`src/rtl/bpu.sv`:
```
// Direct-mapped branch target buffer: combinational lookup of current_pc, one write port per clock.
// Optional macro BPU_BYPASS_EN forwards a same-cycle write to a matching lookup.
module bpu #(
   parameter int ENTRIES    = 64,
   parameter int INDEX_BITS = 6
) (
   input  logic        clk,
   input  logic        reset,
   input  logic [31:0] current_pc,
   input  logic [31:0] tag_pc,
   input  logic [31:0] next_pc,
   input  logic        bpu_w_en,
   output logic [31:0] predicted_pc
);

   localparam int TAG_W = 30 - INDEX_BITS;

   logic [ENTRIES-1:0]    valid_q, valid_d;
   logic [TAG_W-1:0]      tag_q    [ENTRIES];
   logic [TAG_W-1:0]      tag_d    [ENTRIES];
   logic [31:0]           target_q [ENTRIES];
   logic [31:0]           target_d [ENTRIES];

   logic [INDEX_BITS-1:0] wr_idx, rd_idx;
   logic [TAG_W-1:0]      wr_tag, rd_tag;
   logic                  wr_en, hit;
   logic                  unused_lsbs;

   assign wr_idx      = tag_pc[INDEX_BITS+1:2];
   assign wr_tag      = tag_pc[31:INDEX_BITS+2];
   assign rd_idx      = current_pc[INDEX_BITS+1:2];
   assign rd_tag      = current_pc[31:INDEX_BITS+2];
   assign unused_lsbs = ^tag_pc[1:0];

   // Writes are dropped while reset is held low.
   assign wr_en = bpu_w_en & reset;

   always_comb begin
      valid_d  = valid_q;
      tag_d    = tag_q;
      target_d = target_q;
      if (wr_en) begin
         valid_d[wr_idx]  = 1'b1;
         tag_d[wr_idx]    = wr_tag;
         target_d[wr_idx] = next_pc;
      end
   end

   always_ff @(posedge clk or negedge reset) begin
      if (!reset) begin
         valid_q <= '0;
      end else begin
         valid_q <= valid_d;
      end
   end

   // Tag and target carry no reset; an entry is meaningless until its valid bit is set.
   always_ff @(posedge clk) begin
      tag_q    <= tag_d;
      target_q <= target_d;
   end

   assign hit = valid_q[rd_idx] && (tag_q[rd_idx] == rd_tag);

   always_comb begin
      predicted_pc = current_pc + 32'd4;
      if (hit) begin
         predicted_pc = target_q[rd_idx];
      end
`ifdef BPU_BYPASS_EN
      if (wr_en && (wr_idx == rd_idx) && (wr_tag == rd_tag)) begin
         predicted_pc = next_pc;
      end
`else
`endif
   end

endmodule

```
`config.mk`:
```
export PLATFORM = sky130hd
export DESIGN_NAME = bpu
export DESIGN_NICKNAME = d
export VERILOG_FILES = /design/src/rtl/bpu.sv
export SDC_FILE = /design/constraint.sdc
export NUM_CORES = 2
export LEC_CHECK = 0
export BUFFER_PORTS_ARGS = -buffer_cell sky130_fd_sc_hd__buf_2
export CAP_MARGIN = 25
export CORE_AREA = 2 2 591 829
export CTS_CLUSTER_DIAMETER = 200
export DETAILED_ROUTE_END_ITERATION = 8
export DIE_AREA = 0 0 593 831
export PLACE_DENSITY = 0.39
export SKIP_LAST_GASP = 1
export SLEW_MARGIN = 20
export SYNTH_ARGS = -nofsm -noshare
export SYNTH_HDL_FRONTEND = slang
export SYNTH_SLANG_ARGS = --single-unit
```
`constraint.sdc`:
```
create_clock -name clk -period 8.39 [get_ports clk]
set_input_delay 2.0975 -clock clk [delete_from_list [all_inputs] [get_ports clk]]
set_output_delay 2.0975 -clock clk [all_outputs]
set_load 0.01 [all_outputs]
```
==> flow_results.org <==
** CTS
- The number of hold buffers added after CTS was 0.
- Clock tree synthesis found a total of about 3.6k sinks.
- TritonCTS built the clock tree.
- Clock tree synthesis selected as its root buffer the cell sky130_fd_sc_hd__clkbuf_16.
- Worst skew pair latency :: ~0.98 ns
- Clock-pin slew was measured on the worst setup and hold paths at approximately 0.060 ns.
- The H-tree generated during clock tree synthesis spans 5 levels.
- Counting the buffers created by CTS gives 366.
- Maximum clock path buffer count :: 4

** Yosys
- Number of storage elements in the synthesis netlist :: roughly 3.6k
- Counting instances in the post-synthesis netlist gives the leading cell types as sky130_fd_sc_hd__edfxtp_1, sky130_fd_sc_hd__mux4_2, sky130_fd_sc_hd__clkbuf_1.
- The Yosys step of the flow raised 0 warnings.
- Number of library cell types mapped by synthesis :: 74
- For this run, the register share of the synthesized area comes to 0.778.
- The mapped netlist covers about 140000 µm².
- The number of nets in the synthesized netlist is 5934.
- Largest cells by area after synthesis :: sky130_fd_sc_hd__edfxtp_1, sky130_fd_sc_hd__mux4_2, sky130_fd_sc_hd__dfrtp_1
- The biggest area contributor in the post-synthesis netlist is sky130_fd_sc_hd__edfxtp_1.
- Primary flip-flop cell chosen by synthesis mapping :: sky130_fd_sc_hd__edfxtp_1
- Mapped Cells :: between 5k and 6k
- Async S/R FF share, synth :: 0.0175
- By instance count, the leading cell after synthesis is sky130_fd_sc_hd__edfxtp_1.
- Number of enable-type register cells in the synthesized netlist :: 3584
- Mean area per synthesized cell :: ~24 µm²
- Fraction of post-synthesis cell area in the top cell type by area :: 0.767

** GRT
- In the global route stage, overall resource usage came out at 0.200.
- Entering global routing, the biggest net connects approximately 110 pins.
- The first global-routing pass estimated 663000 µm of wire.
- For this run the aggregate overflow at the end of global routing stands at 0.
- The via count of the first global-routing pass was 71.1k.
- The initial antenna violation count was between 50 and 60.

** Run status
- The final reports fail on setup timing.
- The flow ran to the end, but the final reports show violations.

** STA
- Period utilization :: 1.02
- The final hold violation count is 0.
- Clock period minus final worst setup slack :: between 8 and 9 ns
- Hold is met by about 0.46 ns.
- After layout, the worst setup slack is -0.167 ns.
- Worst Skew :: 0 ns
- At the pin with the least slew margin, the transition time is about 1.1 ns.
- Peak Freq :: 117 MHz
- Max_slew headroom :: 0.237
- Post-route setup TNS :: -2.91 ns
- RSZ-0062 raised after global routing :: yes
- Slew Limit Fails :: 0
- Final setup violation count :: 26

** Worst setup path
- The largest single stage delay on the critical path is ~0.52 ns.
- Crit path buf inv count :: 10
- CP Data Arrival Time :: 6.46 ns
- Counting cells, the worst reg-to-reg path comes to 1.
- Critical-path top delay cell :: sky130_fd_sc_hd__mux4_2
- STA classifies the critical path startpoint as an input port.
- Required time of the worst setup path :: 6.29 ns
- The critical path crosses 18 cells after its start point.
- CP Cell Sequence :: buf_16 -> buf_12 -> buf_16 -> buf_16 -> buf_4 -> buf_8 -> mux4_2 -> a221o_1 -> a32oi_1 -> buf_4 -> xnor2_2 -> nor3_2 -> nand4_1 -> nor4_4 -> clkbuf_16 -> buf_4 -> mux2_4 -> buf_2
- The critical path is of the in -> out type.
- Across all register-to-register paths, the minimum setup slack is around 7.6 ns.
- In this design, the largest share of critical-path delay is due to buffers and inverters.
- Worst Path Max Fanout :: 8
- The worst setup path is captured at an output port.

** Power and ir drop
- IR analysis of the VDD net gives a maximum drop of 143 µV.
- PD cells :: ~230 nW/µm²
- Summed over all cells, the static leakage comes to 52.1 nW.
- After layout, the design draws a total of 38.9 mW.

** Floorplan
- For this configuration, the core starts out at a cell density of 0.289.
- Placeable core region :: ~480000 µm²
- Die X :: approximately 590 µm
- The die is around 830 µm tall.
- The die covers around 500000 µm².
- Io pins :: approximately 130
- Std cell rows :: about 300

** Route
- Drt first pass iters :: 6
- The first routing iteration left ~6.4k violations.
- In the routed design, unresolved DRC markers number 0.
- In the final routed layout, each cell accounts on average for roughly 38 µm.
- In the routed layout, each cell is associated on average with a via count of between 5 and 6.
- Final wirelength :: ~500000 µm
- The detail route stage leaves a number of antenna-violating nets equal to 0.
- Detailed-route via count :: between 60k and 70k

** Worst hold path
- Along the worst hold path, the cell count comes to 1.
- Hold crit path type :: reg -> reg

** Layout
- Once layout is done, the placed cells without fillers occupy about 170000 µm².
- Cell Count, Final, Fillers Out :: ~13k
- Of the cells placed in the final design, the portion with a size suffix greater than 1 is 0.363.
- Area overhead of the layout relative to synthesis :: 18.8%
- Total number of nets in the final design :: ~6.7k
- Final core utilization :: 0.344

** Placed design
- Port buffering added 128 buffers.
- Placed instance count :: approximately 13k
- Pre-CTS WS :: -0.837 ns
- HPWL reported at the end of detailed placement :: between 200000 and 300000 µm
- After detailed placement, the total cell area comes to 153000 µm².
- The congestion estimate from routability-driven global placement came to ~0.77.

** Run
- Across the run, the number of max-cap violations was 0.
## logic make-up after synthesis
group                    synth area share
flip-flops                          0.778
buffers and inverters              0.0112
AND/OR/NAND/NOR                    0.0133
XOR/XNOR                          0.00262
AO/OA/AOI/OAI                      0.0121
multiplexers                        0.182
adder cells (fa/ha/maj)         0.0000892
## repair_timing
item                                    4_1_cts  5_1_grt
buffers inserted                             30       41
endpoints found under the setup margin       32       32
pin swaps                                    22       16
resized for setup                           134       50
cloned                                        9        1
## routing by layer
metal | wire length, µm | GRT usage | up-vias
met5 | 56 | 0 | -
met4 | 14800 | 0.0547 | 8
met3 | 21600 | 0.0229 | 597
met2 | 266000 | 0.365 | 2027
met1 | 198000 | 0.250 | 38600
li1 | - | - | 26700
## sequential cells by signal, summed over array words and instances (netlist names)
register,cells
valid_q,64
target_q,2048
tag_q,1536
## where the power goes
part	internal [mW]	total [mW]	switching, mW
Combinational	0.947	2.23	1.28
Sequential	20.1	20.1	0.0330
Clock	9.25	16.5	7.23
Total	30.3	38.9	8.55
## final cells by class
class                      instances  area [µm²]
antenna                           12        30.0
clock buffer                     451        9700
clock inverter                   214        2080
fill                           44900      318000
inverter                           9        47.5
multi-input combinational       1871       30400
sequential                      3648      109000
tap                             6405        8010
timing repair buffer             670        7160
## final timing paths
path / from / endpoint
setup reg to reg: valid_q[41]$_DFFE_PN0P_ / valid_q[41]$_DFFE_PN0P_
min in group asynchronous: reset / valid_q[42]$_DFFE_PN0P_
setup / recovery: current_pc[2] / predicted_pc[15]
max in group asynchronous: reset / valid_q[7]$_DFFE_PN0P_
hold / removal: valid_q[56]$_DFFE_PN0P_ / valid_q[56]$_DFFE_PN0P_
hold reg to reg: valid_q[56]$_DFFE_PN0P_ / valid_q[56]$_DFFE_PN0P_
## cell usage in the layout (no fill, tap or decap), drive strengths merged, types with 5 or more instances in the layout
master / count
a2111oi: 5
a211o: 11
a211oi: 16
a21oi: 30
a221o: 8
a221oi: 19
a22o: 5
a22oi: 26
a31oi: 8
and2: 13
and3: 10
buf: 662
bufbuf: 6
bufinv: 33
clkbuf: 453
clkinv: 160
clkinvlp: 11
dfrtp: 64
diode: 12
edfxtp: 3584
inv: 19
mux2: 72
mux2i: 102
mux4: 1050
nand2: 94
nand2b: 6
nand3: 19
nand3b: 5
nand4: 10
nor2: 105
nor2b: 17
nor3: 10
nor4: 6
o211ai: 5
o21ai: 27
o221ai: 18
o22ai: 22
or2: 67
xnor2: 29
xor2: 13
(Power assumes the default switching activity.)
